File: src/rtl/battleship_pkg.sv
// Shared types and constants for the battleship PC attacker.
package battleship_pkg;

  localparam int unsigned BoardN = 5;

  typedef logic [2:0] coord_t;

  typedef enum logic [2:0] {
    StIdle,
    StThink,
    StPick,
    StOffer,
    StWaitRes
  } state_e;

  // Fibonacci taps 8,6,5,4 mapped onto bits 7,5,4,3
  localparam logic [7:0] LfsrTaps = 8'b1011_1000;

  function automatic logic lfsr_feedback(logic [7:0] q);
    return ^(q & LfsrTaps);
  endfunction

endpackage

File: src/rtl/battleship_lfsr8.sv
// Free-running 8-bit Fibonacci LFSR with synchronous seed load.
module battleship_lfsr8
  import battleship_pkg::*;
#(
  parameter logic [7:0] SEED = 8'hA5
) (
  input  logic       clk_i,
  input  logic       load_i,
  output logic [7:0] q_o
);

  logic [7:0] q_q;

  always_ff @(posedge clk_i) begin
    if (load_i) begin
      q_q <= SEED;
    end else begin
      q_q <= {q_q[6:0], lfsr_feedback(q_q)};
    end
  end

  assign q_o = q_q;

endmodule

File: src/rtl/battleship_pc_attacker.sv
// Computer opponent: picks a free cell of the player's board, hunting around the last hit.
module battleship_pc_attacker
  import battleship_pkg::*;
#(
  parameter int unsigned BOARD_N      = BoardN,
  parameter int unsigned THINK_CYCLES = 16,
  parameter logic [7:0]  LFSR_SEED    = 8'hA5
) (
  input  logic       clk,
  input  logic       reset,
  input  logic       new_game,
  input  logic       turn_req,
  output logic       atk_valid,
  output logic [2:0] atk_x,
  output logic [2:0] atk_y,
  input  logic       atk_ack,
  input  logic       res_valid,
  input  logic       res_hit,
  output logic       busy,
  output logic       board_full,
  output logic [4:0] shots_count
);

  localparam int unsigned Cells = BOARD_N * BOARD_N;
  localparam int unsigned IdxW  = 5;
  localparam int unsigned CntW  = $clog2(THINK_CYCLES + 1);
  localparam coord_t      MaxC  = coord_t'(BOARD_N - 1);
  localparam logic [IdxW-1:0] LastIdx = IdxW'(Cells - 1);
  localparam logic [IdxW-1:0] CellsW  = IdxW'(Cells);

  function automatic logic [IdxW-1:0] idx_of(coord_t x, coord_t y);
    return IdxW'(y * BOARD_N + x);
  endfunction

  state_e            state_q, state_d;
  logic [CntW-1:0]   cnt_q;
  logic [IdxW-1:0]   cand_q;
  logic [Cells-1:0]  shot_q;
  logic [4:0]        shots_q;
  logic              full_q;
  logic              hunt_q;
  coord_t            hx_q, hy_q;
  logic [1:0]        dir_q;
  coord_t            atk_x_q, atk_y_q;

  logic              clear;
  logic [7:0]        lfsr;
  logic [IdxW-1:0]   rand_r, rand_idx;
  logic              nb_ok, nb_free;
  coord_t            nb_x, nb_y;
  logic              pick_found;
  coord_t            pick_x, pick_y;

  assign clear = reset | new_game;

  battleship_lfsr8 #(
    .SEED (LFSR_SEED)
  ) u_lfsr (
    .clk_i  (clk),
    .load_i (clear),
    .q_o    (lfsr)
  );

  always_comb begin
    rand_r   = lfsr[4:0];
    rand_idx = (rand_r >= CellsW) ? rand_r - CellsW : rand_r;
  end

  // Hunt neighbour under test: 0 up, 1 right, 2 down, 3 left
  always_comb begin
    nb_ok = 1'b0;
    nb_x  = hx_q;
    nb_y  = hy_q;
    unique case (dir_q)
      2'd0:    begin nb_ok = (hy_q != '0);   nb_y = hy_q - 3'd1; end
      2'd1:    begin nb_ok = (hx_q != MaxC); nb_x = hx_q + 3'd1; end
      2'd2:    begin nb_ok = (hy_q != MaxC); nb_y = hy_q + 3'd1; end
      default: begin nb_ok = (hx_q != '0);   nb_x = hx_q - 3'd1; end
    endcase
    nb_free = nb_ok && !shot_q[idx_of(nb_x, nb_y)];
  end

  always_comb begin
    if (hunt_q) begin
      pick_found = nb_free;
      pick_x     = nb_x;
      pick_y     = nb_y;
    end else begin
      pick_found = !shot_q[cand_q];
      pick_x     = coord_t'(cand_q % IdxW'(BOARD_N));
      pick_y     = coord_t'(cand_q / IdxW'(BOARD_N));
    end
  end

  always_ff @(posedge clk) begin
    if (clear) begin
      state_q <= StIdle;
    end else begin
      state_q <= state_d;
    end
  end

  always_comb begin
    state_d = state_q;
    unique case (state_q)
      StIdle:    if (turn_req && !full_q) state_d = StThink;
      StThink:   if (cnt_q == '0)         state_d = StPick;
      StPick:    if (pick_found)          state_d = StOffer;
      StOffer:   if (atk_ack)             state_d = StWaitRes;
      StWaitRes: if (res_valid)           state_d = StIdle;
      default:                            state_d = StIdle;
    endcase
  end

  always_ff @(posedge clk) begin
    if (clear) begin
      cnt_q   <= '0;
      cand_q  <= '0;
      shot_q  <= '0;
      shots_q <= '0;
      full_q  <= 1'b0;
      hunt_q  <= 1'b0;
      hx_q    <= '0;
      hy_q    <= '0;
      dir_q   <= '0;
      atk_x_q <= '0;
      atk_y_q <= '0;
    end else begin
      unique case (state_q)
        StIdle: begin
          if (turn_req && !full_q) cnt_q <= CntW'(THINK_CYCLES - 1);
        end
        StThink: begin
          if (cnt_q == '0) begin
            cand_q <= rand_idx;
            dir_q  <= '0;
          end else begin
            cnt_q <= cnt_q - 1'b1;
          end
        end
        StPick: begin
          if (pick_found) begin
            atk_x_q <= pick_x;
            atk_y_q <= pick_y;
          end else if (hunt_q) begin
            // All four neighbours exhausted: fall back to the random candidate
            if (dir_q == 2'd3) hunt_q <= 1'b0;
            else               dir_q  <= dir_q + 2'd1;
          end else begin
            cand_q <= (cand_q == LastIdx) ? '0 : cand_q + 1'b1;
          end
        end
        StOffer: begin
          if (atk_ack) begin
            shot_q[idx_of(atk_x_q, atk_y_q)] <= 1'b1;
            shots_q <= shots_q + 5'd1;
            full_q  <= (shots_q == 5'(Cells - 1));
          end
        end
        StWaitRes: begin
          if (res_valid && res_hit) begin
            hunt_q <= 1'b1;
            hx_q   <= atk_x_q;
            hy_q   <= atk_y_q;
          end
        end
        default: ;
      endcase
    end
  end

  always_comb begin
    atk_valid   = (state_q == StOffer);
    busy        = (state_q != StIdle);
    atk_x       = atk_x_q;
    atk_y       = atk_y_q;
    board_full  = full_q;
    shots_count = shots_q;
  end

endmodule

File: config.mk
export PLATFORM = sky130hd
export DESIGN_NAME = battleship_pc_attacker
export DESIGN_NICKNAME = d
export VERILOG_FILES = /design/src/rtl/battleship_pkg.sv /design/src/rtl/battleship_lfsr8.sv /design/src/rtl/battleship_pc_attacker.sv
export SDC_FILE = /design/constraint.sdc
export NUM_CORES = 1
export LEC_CHECK = 0
export CAP_MARGIN = 20
export CELL_PAD_IN_SITES_DETAIL_PLACEMENT = 0
export CELL_PAD_IN_SITES_GLOBAL_PLACEMENT = 1
export CORE_ASPECT_RATIO = 1.5
export CORE_MARGIN = 2
export CORE_UTILIZATION = 40
export CTS_CLUSTER_DIAMETER = 80
export CTS_CLUSTER_SIZE = 25
export DETAILED_ROUTE_END_ITERATION = 10
export GPL_ROUTABILITY_DRIVEN = 1
export PLACE_DENSITY_LB_ADDON = 0.1
export RECOVER_POWER = 25
export SKIP_LAST_GASP = 1
export SLEW_MARGIN = 20
export SYNTH_ARGS = -nofsm -noshare
export SYNTH_HDL_FRONTEND = slang
export SYNTH_SLANG_ARGS = --single-unit
export TNS_END_PERCENT = 50
File: constraint.sdc
create_clock -name clk -period 6.4 [get_ports clk]
set_input_delay 1.28 -clock clk [delete_from_list [all_inputs] [get_ports clk]]
set_output_delay 1.28 -clock clk [all_outputs]
set_load 0.05 [all_outputs]
======== After elaboration in Yosys (flattened, before gate mapping) ========
Cells that the tools add are included.
word-level totals
  flip-flop bits (word level) ............. 67
  bits in latches ......................... 0
  memory bits (writable) .................. 0
  memory bits (read-only) ................. 0
  bits of input ports ..................... 7
  output and inout bits ................... 14
  memories ................................ 0
operators by class
  add/subtract/negate cells ............... 11
  $mul .................................... 2
  div/mod/pow operators ................... 2
  magnitude comparators ................... 5
  equal/unequal tests ..................... 22
  shift-type cells ........................ 0
  multiplexer cells ....................... 37
  bitwise logic cells ..................... 2
  reductions and logical operators ........ 26
operator list
  operator                                            count
  2-to-1 mux 5 bit                                    7
  bitwise OR 25 bit                                   1
  2-to-1 mux 3 bit                                    7
  inequality test 2 bit, second input constant        10
  case mux 5 bit (2 select lines)                     2
  < comparator 5 x 6 -> 1 bit, second input constant  3
  case mux 3 bit (5 select lines)                     1
  case mux 3 bit (2 select lines)                     2
  adder 5 x 1 -> 5 bit, second input constant         2
  adder 5 x 3 -> 5 bit                                2
  binary-select mux 1 bit (select 5 bit)              2
  == test 5 bit, second input constant                2
  multiplier 3 x 3 -> 5 bit, second input constant    2
  AND reduction 5 bit                                 2
  nonzero test 3 bit                                  3
  2-to-1 mux 1 bit                                    8
  2-to-1 mux 2 bit                                    4
  parity 8 bit                                        1
  adder 3 x 1 -> 3 bit, second input constant         2
  == test 3 x 2 -> 1 bit, second input constant       2
  inequality test 3 bit, second input constant        2
  AND reduction 2 bit                                 3
  AND reduction 3 bit                                 2
  nonzero test 2 bit                                  3
  other kinds (25)                                    32

======== Depth between registers and ports, before layout ========
Gate-level depths: netlist of run 1.
  depth after elaboration ................. 11
  gate-level depth with buffers ........... 17
  depth with buffers taken out ............ 16

======== Modules after synthesis ========
From an unflattened synthesis of run 1, not the netlist that was laid out.
second synthesis, totals
  cell total of the unflattened synthesis .. 496
  area, all modules ....................... 4,210.3 µm²
by module, submodules not included
  module                  instances  cells each  area an instance (µm²)  seq. area each (µm²)
  battleship_pc_attacker  1          477         3,973.8                 1,181.1
  battleship_lfsr8        1          19          236.5                   160.2

======== Worst setup path after synthesis of run 1 ========
OpenSTA, ideal clock, no wires.
  path kind ............................... register -> register
  start point ............................. register dir_q[0]
  end point ............................... register atk_x_q[2], in the netlist atk_x[2]
  library setup time ...................... 0.121 ns
  arrival time ............................ 4.674 ns
  data required time ...................... 6.279 ns
  path slack .............................. 1.605 ns
  stages on the path, launching flop included .. 18
  path buffers ............................ 1
  clock period less this slack ............ 4.795 ns
  cells stage by stage .................... dfxtp_1 -> inv_1 -> ha_1 -> fa_1 -> and3b_1 -> or3_1 -> and2_1 -> ha_1 -> ha_1 -> fa_1 -> clkbuf_1 -> nor3b_1 -> mux2_2 -> a211oi_2 -> a22oi_1 -> a221o_2 -> nand2_4 -> mux2_4
between the ends
  cells in the longest elaborated chain, start to end .. 10
  elaborated cells on any way between the ends .. 16
  classes of those cells .................. 1 x add/sub; 1 x mul; 2 x eq/ne; 7 x mux; 5 x reduce/logical
ends and longest elaborated chain
  what                                                                          line                                                        source
  start: declaration                                                            battleship_pc_attacker.sv:43                                logic [1:0] dir_q;
  start signal: assignment                                                      battleship_pc_attacker.sv:148                               else dir_q <= dir_q + 2'd1;
  == test 2 bit or logical NOT 2 bit (tied branches)                            battleship_pc_attacker.sv:74                                unique case (dir_q)
  case mux 3 bit (2 select lines) or OR reduction 2 bit (tied branches)         -
  multiplier 3 x 3 -> 5 bit or case mux 3 bit (2 select lines) (tied branches)  battleship_pc_attacker.sv:32, battleship_pc_attacker.sv:74
  adder 5 x 3 -> 5 bit                                                          battleship_pc_attacker.sv:32                                return IdxW'(y * BOARD_N + x);
  binary-select mux 1 bit (select 5 bit)                                        battleship_pc_attacker.sv:80                                nb_free = nb_ok && !shot_q[idx_of(nb_x, nb_y)];
  2-to-1 mux 1 bit (implied by the code)                                        battleship_pc_attacker.sv:80
  logical NOT 1 bit                                                             battleship_pc_attacker.sv:80
  logical AND 1 bit                                                             battleship_pc_attacker.sv:80
  2-to-1 mux 1 bit                                                              battleship_pc_attacker.sv:84                                if (hunt_q) begin
  AND reduction 2 bit (no line)                                                 -
  end signal: assignment                                                        battleship_pc_attacker.sv:143                               atk_x_q <= pick_x;
  end: declaration                                                              battleship_pc_attacker.sv:44                                coord_t atk_x_q, atk_y_q;
Several ways; a longest one is shown, not always the timed one. The select of a mux whose other input is x is not followed.
A chain may end at the register's enable or synchronous reset.

======== Final worst setup path of run 1 ========
Same ends and word-level chain as after synthesis.

==> out/results.ini, run 1 <==
[outcome]
outcome = finished, violations left
violated_checks = max-capacitance violations, max-slew violations

[die]
die_area_sq_mm = 0.0120
floorplan.die.height_um = 133
rows = 47
io-pin-count = 21
die-width_um = 90.0
initial_utilization = 0.406
core_area_sq_mm = 0.0109

[logic_synthesis]
edff_count_synth = 0
synthesis.yosys.warnings = 0
post_synth.cell_area_avg_sq_um = 8.50
synth-async-reset-ratio = 0
synthesis.instances = 522
postSynthRegisterBits = 67
yosysTopAreaCellShare = 0.302
synth_top_cells_by_count = dfxtp_1, nor2_1, a21oi_1, ha_1
synthFlopType = dfxtp_1
synth.largest_area_cell = dfxtp_1
synth_area_sq_mm = 0.00444
synth_cell_types = 64
synth_seq_area_share = 0.302
postSynthNetCount = 568
synth_most_common_cell = dfxtp_1
yosys-top-cells-area = dfxtp_1, ha_1, a21oi_1

[timing]
period_minus_slack_ns = 5.06
setup_ws_ns = 1.34
fmaxAchievable_mhz = 198
max_slew_vio_count = 54
setup_tns_ns = 0
worst_clock_skew_ns = 0.00678
setup_violations = 0
worst_slew_pin_slew_ns = 2.51
worst_hold_slack_ns = 0.411
grt_setup_unrepaired = no
finalHoldViolCount = 0
worst_slew_margin_rel = -0.675
final.period_utilization = 0.791

[final_layout]
final_layout_size_suffix_gt1_frac = 0.0765
layout.core_utilization = 0.467
area.growth.synth_to_final_pct = 15.2
num-nets-final = 577
antennaDiodeCount = 0
fill_cells = 1101

[placement]
io_buffers = 20
place.gp.congestion = 0.847
pre_cts_ws_ns = 1.36
detailed_place_hpwl_mm = 8.39

[min_path]
min_path_type = flop to flop
worstHoldPathCells = 1

[detailed_routing]
final_antenna_net_count = 0
drtIter0Drc = 155
drc = 0
wire_per_inst_um = 16.4
drt_first_pass_iters = 4
totalWireLength_mm = 11.2
detail_route.vias_per_cell = 5.61
vias = 3830

[setup_path]
arrival_ns = 5.28
timing_worst_setup_path_type = flop to flop
ff2ff_setup_slack_ns = 1.34
timing.critical_path.required_ns = 6.62
reg2reg_depth = 16
cp_slowest_stage_delay_ns = 0.79
critical_path_depth = 16
top_cell_family_by_delay_on_the_critical_path = adder cells
cp-start-kind = flop
timing.critical_path.fanout_max = 12
slowest_stage = fa_1
path_buf_inv = 1
crit_path_end_kind = flop
crit_path_cell_trace = inv_1 -> ha_1 -> fa_1 -> and3b_1 -> or3_1 -> and2_1 -> ha_1 -> ha_1 -> fa_1 -> nor3b_1 -> mux2_2 -> a211oi_2 -> a22oi_1 -> a221o_2 -> nand2_4 -> mux2_4
cpMostUsedCell = ha_1

[clock_tree]
post_cts_buffers = 0
tritoncts.num_buffers = 9
cts_hold_buffers = 0
htree_levels = 3
cts.sinks = 67
insertion_delay_ns = 0.33
tritoncts = done
clock-root-buffer = clkbuf_16
clockBufferDepth = 2
cts.clk_slew.worst_paths_ns = 0.05
cts_repair_resizes = 0

[global_route]
gr-total-overflow = 0
maximum_number_of_pins_on_one_net_before_global_route_repair = 54
grt_pass1_wl_mm = 18.7
first_global_vias = 3724
grt_antenna_before_repair = 0
global_route.usage.total = 0.195

[pwr]
power_density_mw_per_mm2 = 223
vdd.ir_drop.worst_v = 0.000173
p_leak_nw = 1.96

[flow_run]
maxCapViolations = 1

==> cell type report <==
class                           instances  area [sq um]  area share
Timing Repair Buffer                   23           215      0.0421
Clock buffer                           10           239      0.0467
Multi-Input combinational cell        404          2880       0.563
Clock inverter                          6           159      0.0311
Sequential cell                        67          1340       0.262
Tap cell                              147           184      0.0360
Inverter                               26          97.6      0.0191
==> layout by cell type, fill, tap and decap left out, types with 11 or more instances in the layout <==
master           instances
and2_1                  11
clkdlybuf4s50_1         19
inv_1                   25
dfxtp_1                 67
or3_1                   12
nor3_1                  17
mux2i_1                 25
a21oi_1                 50
nor2_1                  59
o21ai_0                 11
nand2_1                 23
nor2b_1                 12
ha_1                    35
xor2_1                  13
==> metrics by stage <==
stage | cell area, sq um | std cells | power, W
after global placement | 4720 | 667 | 0.000490
after floorplan | 4440 | 522 | 0.000474
after detailed placement | 4720 | 667 | 0.000491
after global routing | 5110 | 683 | 0.00118
final | 5110 | 683 | 0.00114
after CTS | 5120 | 683 | 0.00115
==> power breakdown <==
group / total [W] / leakage [nW] / switching [W] / internal (W)
sequential: 0.000430 / 0.542 / 0.00000751 / 0.000423
clock: 0.000658 / 0.193 / 0.000187 / 0.000471
combinational: 0.0000508 / 1.22 / 0.0000302 / 0.0000207
total: 0.00114 / 1.96 / 0.000224 / 0.000915
==> cell families after synthesis <==
group / share of synthesized area
muxes: 0.0826
DFF: 0.302
adders and majority gates: 0.117
and+or+nand+nor: 0.217
xor gates and xnor gates: 0.0431
buffers and inverters: 0.0496
AOI/OAI and AO/OA: 0.189
==> flip-flops by register name (all words and copies together), names as in the netlist <==
register     flops
shot_q          25
u_lfsr.q_o       8
cand_q           5
cnt_q            5
shots_count      5
atk_x            3
atk_y            3
hx_q             3
hy_q             3
state_q          3
dir_q            2
board_full       1
hunt_q           1
==> worst register-to-register path: stages (launching register included) <==
cell and delay (ns):
dfxtp_1 0.43, inv_1 0.10, ha_1 0.28, fa_1 0.40
and3b_1 0.18, or3_1 0.38, and2_1 0.18, ha_1 0.28
ha_1 0.34, fa_1 0.79, nor3b_1 0.09, mux2_2 0.29
a211oi_2 0.19, a22oi_1 0.14, a221o_2 0.46, nand2_4 0.13
mux2_4 0.30
==> routing by layer <==
metal | share of wire | vias up | global-route usage
li1 | - | 1898 | -
met2 | 0.51 | 67 | 0.348
met1 | 0.43 | 1849 | 0.230
met3 | 0.027 | 16 | 0.0285
met5 | 0 | - | 0
met4 | 0.032 | 0 | 0.0897
==> final timing paths <==
kind                            start                        to
min reg2reg  u_lfsr.q_o[6]$_SDFF_PP0_  u_lfsr.q_o[7]$_SDFF_PP1_
max             dir_q[0]$_SDFFE_PP0P_     atk_x[2]$_SDFFE_PP0P_
max reg2reg     dir_q[0]$_SDFFE_PP0P_     atk_x[2]$_SDFFE_PP0P_
min          u_lfsr.q_o[6]$_SDFF_PP0_  u_lfsr.q_o[7]$_SDFF_PP1_
Note: power is estimated with default switching activity, not from simulation.
==> run 2: changes to the inputs <==
==> constraint.sdc (replaced) <==
create_clock -name clk -period 5.1 [get_ports clk]
set_input_delay 1.02 -clock clk [delete_from_list [all_inputs] [get_ports clk]]
set_output_delay 1.02 -clock clk [all_outputs]
set_load 0.05 [all_outputs]
==> run 2 against run 1 <==
  * The flow still finishes with violations (max-capacitance violations, max-slew violations)
  * Clock skew about the same
  * Design area down 0.91%
  * Cell count increased by 0.59%
  * Sequential power is 25% higher
  * Flip-flop and latch count did not move
  * Non-clock buffer count rose by 4
  * Global-route usage shrank 0.47 points
  * Clock-buffer cell count increased by 2
  * Worst setup slack worse by 1.1 ns
  * First-iteration DRC count is 22% higher
  * Critical endpoint unchanged
  * Largest cell class unchanged
  * Highest routed layer unchanged
==> out/results.ini, run 2 (synthesis results as in run 1) <==
[timing]
worst_slew_margin_rel = -0.142  ; was -0.675
worst_slew_pin_slew_ns = 1.71  ; was 2.51 ns
fmaxAchievable_mhz = 207  ; was 198 MHz
final.period_utilization = 0.945  ; was 0.791
setup_tns_ns = 0  ; unchanged
setup_ws_ns = 0.278  ; was 1.34 ns
max_slew_vio_count = 41  ; was 54
grt_setup_unrepaired = no  ; unchanged
worst_clock_skew_ns = 0.00633  ; was 0.00678 ns
finalHoldViolCount = 0  ; unchanged
period_minus_slack_ns = 4.82  ; was 5.06 ns
setup_violations = 0  ; unchanged
worst_hold_slack_ns = 0.427  ; was 0.411 ns

[die]
core_area_sq_mm = 0.0109  ; unchanged
initial_utilization = 0.406  ; unchanged
die_area_sq_mm = 0.0120  ; unchanged
rows = 47  ; unchanged
floorplan.die.height_um = 133  ; unchanged
io-pin-count = 21  ; unchanged
die-width_um = 90.0  ; unchanged

[setup_path]
timing.critical_path.required_ns = 5.32  ; was 6.62 ns
cp-start-kind = flop  ; unchanged
ff2ff_setup_slack_ns = 0.28  ; was 1.34 ns
crit-reg2reg-capture = atk_x[2]$_SDFFE_PP0P_  ; unchanged
timing.critical_path.fanout_max = 7  ; was 12
crit_path_end_kind = flop  ; unchanged
timing_worst_setup_path_type = flop to flop  ; unchanged
reg2reg_depth = 17  ; was 16
critical_r2r_launch = dir_q[0]$_SDFFE_PP0P_  ; unchanged
arrival_ns = 5.04  ; was 5.28 ns

[final_layout]
antennaDiodeCount = 0  ; unchanged
area.growth.synth_to_final_pct = 14.2  ; was 15.2%
most_frequent_cells_in_the_layout = dfxtp_1, nor2_1, a21oi_1  ; unchanged
layout.cells.most_common = dfxtp_1  ; unchanged
final_layout_size_suffix_gt1_frac = 0.0815  ; was 0.0765
fill_cells = 1121  ; was 1101
num-nets-final = 581  ; was 577
largest_reg_flops = 25  ; unchanged
layout.cell_area.non_filler_sq_mm = 0.00507  ; was 0.00511 sq mm
area.sequential_sq_mm = 0.00134  ; about the same
multi_input_area_sq_mm = 0.00288  ; about the same
top_register = shot_q  ; unchanged

[global_route]
grt_pass1_wl_mm = 18.4  ; was 18.7 mm
grt_antenna_before_repair = 0  ; unchanged
global_route.usage.total = 0.191  ; was 0.195
first_global_vias = 3730  ; was 3724
maximum_number_of_pins_on_one_net_before_global_route_repair = 41  ; was 54
gr-total-overflow = 0  ; unchanged

[min_path]
worstHoldPathCells = 1  ; unchanged
min_path_type = flop to flop  ; unchanged
min_delay_worst_endpoint = u_lfsr.q_o[7]$_SDFF_PP1_  ; unchanged
hp-start = u_lfsr.q_o[6]$_SDFF_PP0_  ; unchanged

[detailed_routing]
drc = 0  ; unchanged
detail_route.vias_per_cell = 5.50  ; was 5.61
drtIter0Drc = 189  ; was 155
drt_first_pass_iters = 4  ; unchanged
final_antenna_net_count = 0  ; unchanged
totalWireLength_mm = 11.0  ; was 11.2 mm
vias = 3780  ; was 3830
wire_per_inst_um = 16.1  ; was 16.4 um

[clock_tree]
clockBufferDepth = 2  ; unchanged
clock-root-buffer = clkbuf_16  ; unchanged
cts.sinks = 67  ; unchanged
insertion_delay_ns = 0.33  ; about the same
cts.clk_slew.worst_paths_ns = 0.05  ; about the same
htree_levels = 3  ; unchanged
tritoncts.num_buffers = 9  ; unchanged
tritoncts = done  ; unchanged

[outcome]
violated_checks = max-capacitance violations, max-slew violations  ; unchanged
outcome = finished, violations left  ; unchanged

[placement]
place.gp.congestion = 0.866  ; was 0.847
io_buffers = 20  ; unchanged
pre_cts_ws_ns = 0.0740  ; was 1.36 ns
detailed_place_hpwl_mm = 8.43  ; was 8.39 mm
placedInstanceArea_sq_mm = 0.00474  ; was 0.00472 sq mm

[pwr]
power_density_mw_per_mm2 = 250  ; was 223 mW/mm^2
p_leak_nw = 1.94  ; was 1.96 nW
total_power_w = 0.00127  ; was 0.00114 W
vdd.ir_drop.worst_v = 0.000165  ; was 0.000173 V

[flow_run]
maxCapViolations = 1  ; unchanged

run 2: changes by cell type in the layout (fill, tap and decap cells not counted), sizes merged:
cell	delta
clkbuf	+3
buf	+3
bufinv	-3
inv	-1
clkinv	+2
run 2: through the flow:
stage | instances | utilization
floorplan | 522 | -
global placement | 669 | 0.433
detailed placement | 669 | 0.433
CTS | 685 | 0.462
global route | 687 | 0.463
finish | 687 | 0.463
run 2: power breakdown:
group | internal (W) | leakage (nW) | switching, W
clock network | 0.000441 | 0.157 | 0.000224
logic | 0.0000259 | 1.24 | 0.0000381
registers | 0.000530 | 0.543 | 0.00000860
total | 0.000998 | 1.94 | 0.000271
run 2: final cells by class:
| cell class | instances | share of cell area |
|---|---|---|
| timing repair buffer | 27 | 0.0479 |
| inverter | 26 | 0.0193 |
| clock inverter | 4 | 0.0146 |
| sequential | 67 | 0.265 |
| clock buffer | 12 | 0.0487 |
| tap | 147 | 0.0363 |
| multi-input combinational | 404 | 0.568 |
run 2: repair_timing:
item,in CTS,in global routing
resized for setup,0,2
hold buffers,0,0
buffers inserted,0,2
endpoints found under the setup margin,0,10
run 2: layer usage:
layer	part of all wire	GRT usage	vias up
li1	-	-	1911
met1	0.42	0.222	1789
met2	0.54	0.352	68
met3	0.029	0.0279	12
met4	0.0096	0.0684	0
met5	0	0	-
run 2: worst max-delay path by stage:
stage | to | slack (ns) | startpoint
global route | atk_x[2]$_SDFFE_PP0P_ | 0.009 | dir_q[0]$_SDFFE_PP0P_
floorplan | atk_x[2]$_SDFFE_PP0P_ | 0.30 | dir_q[0]$_SDFFE_PP0P_
CTS | atk_x[2]$_SDFFE_PP0P_ | 0.08 | dir_q[0]$_SDFFE_PP0P_
detailed placement | atk_x[2]$_SDFFE_PP0P_ | 0.07 | dir_q[0]$_SDFFE_PP0P_
finish | atk_x[2]$_SDFFE_PP0P_ | 0.28 | dir_q[0]$_SDFFE_PP0P_
global placement | atk_x[2]$_SDFFE_PP0P_ | 0.17 | dir_q[0]$_SDFFE_PP0P_
run 2: critical path: stages, from the launching register on:
cell and delay (ns):
dfxtp_2 0.38, inv_1 0.07, ha_1 0.26, fa_1 0.40, and3b_1 0.18, or3_1 0.38, and2_1 0.18, ha_1 0.27
ha_1 0.33, fa_2 0.62, clkbuf_2 0.19, nor3_1 0.05, mux2_2 0.28, a211oi_2 0.14, a22oi_1 0.14, a221o_2 0.43
nand2_4 0.13, mux2_4 0.30
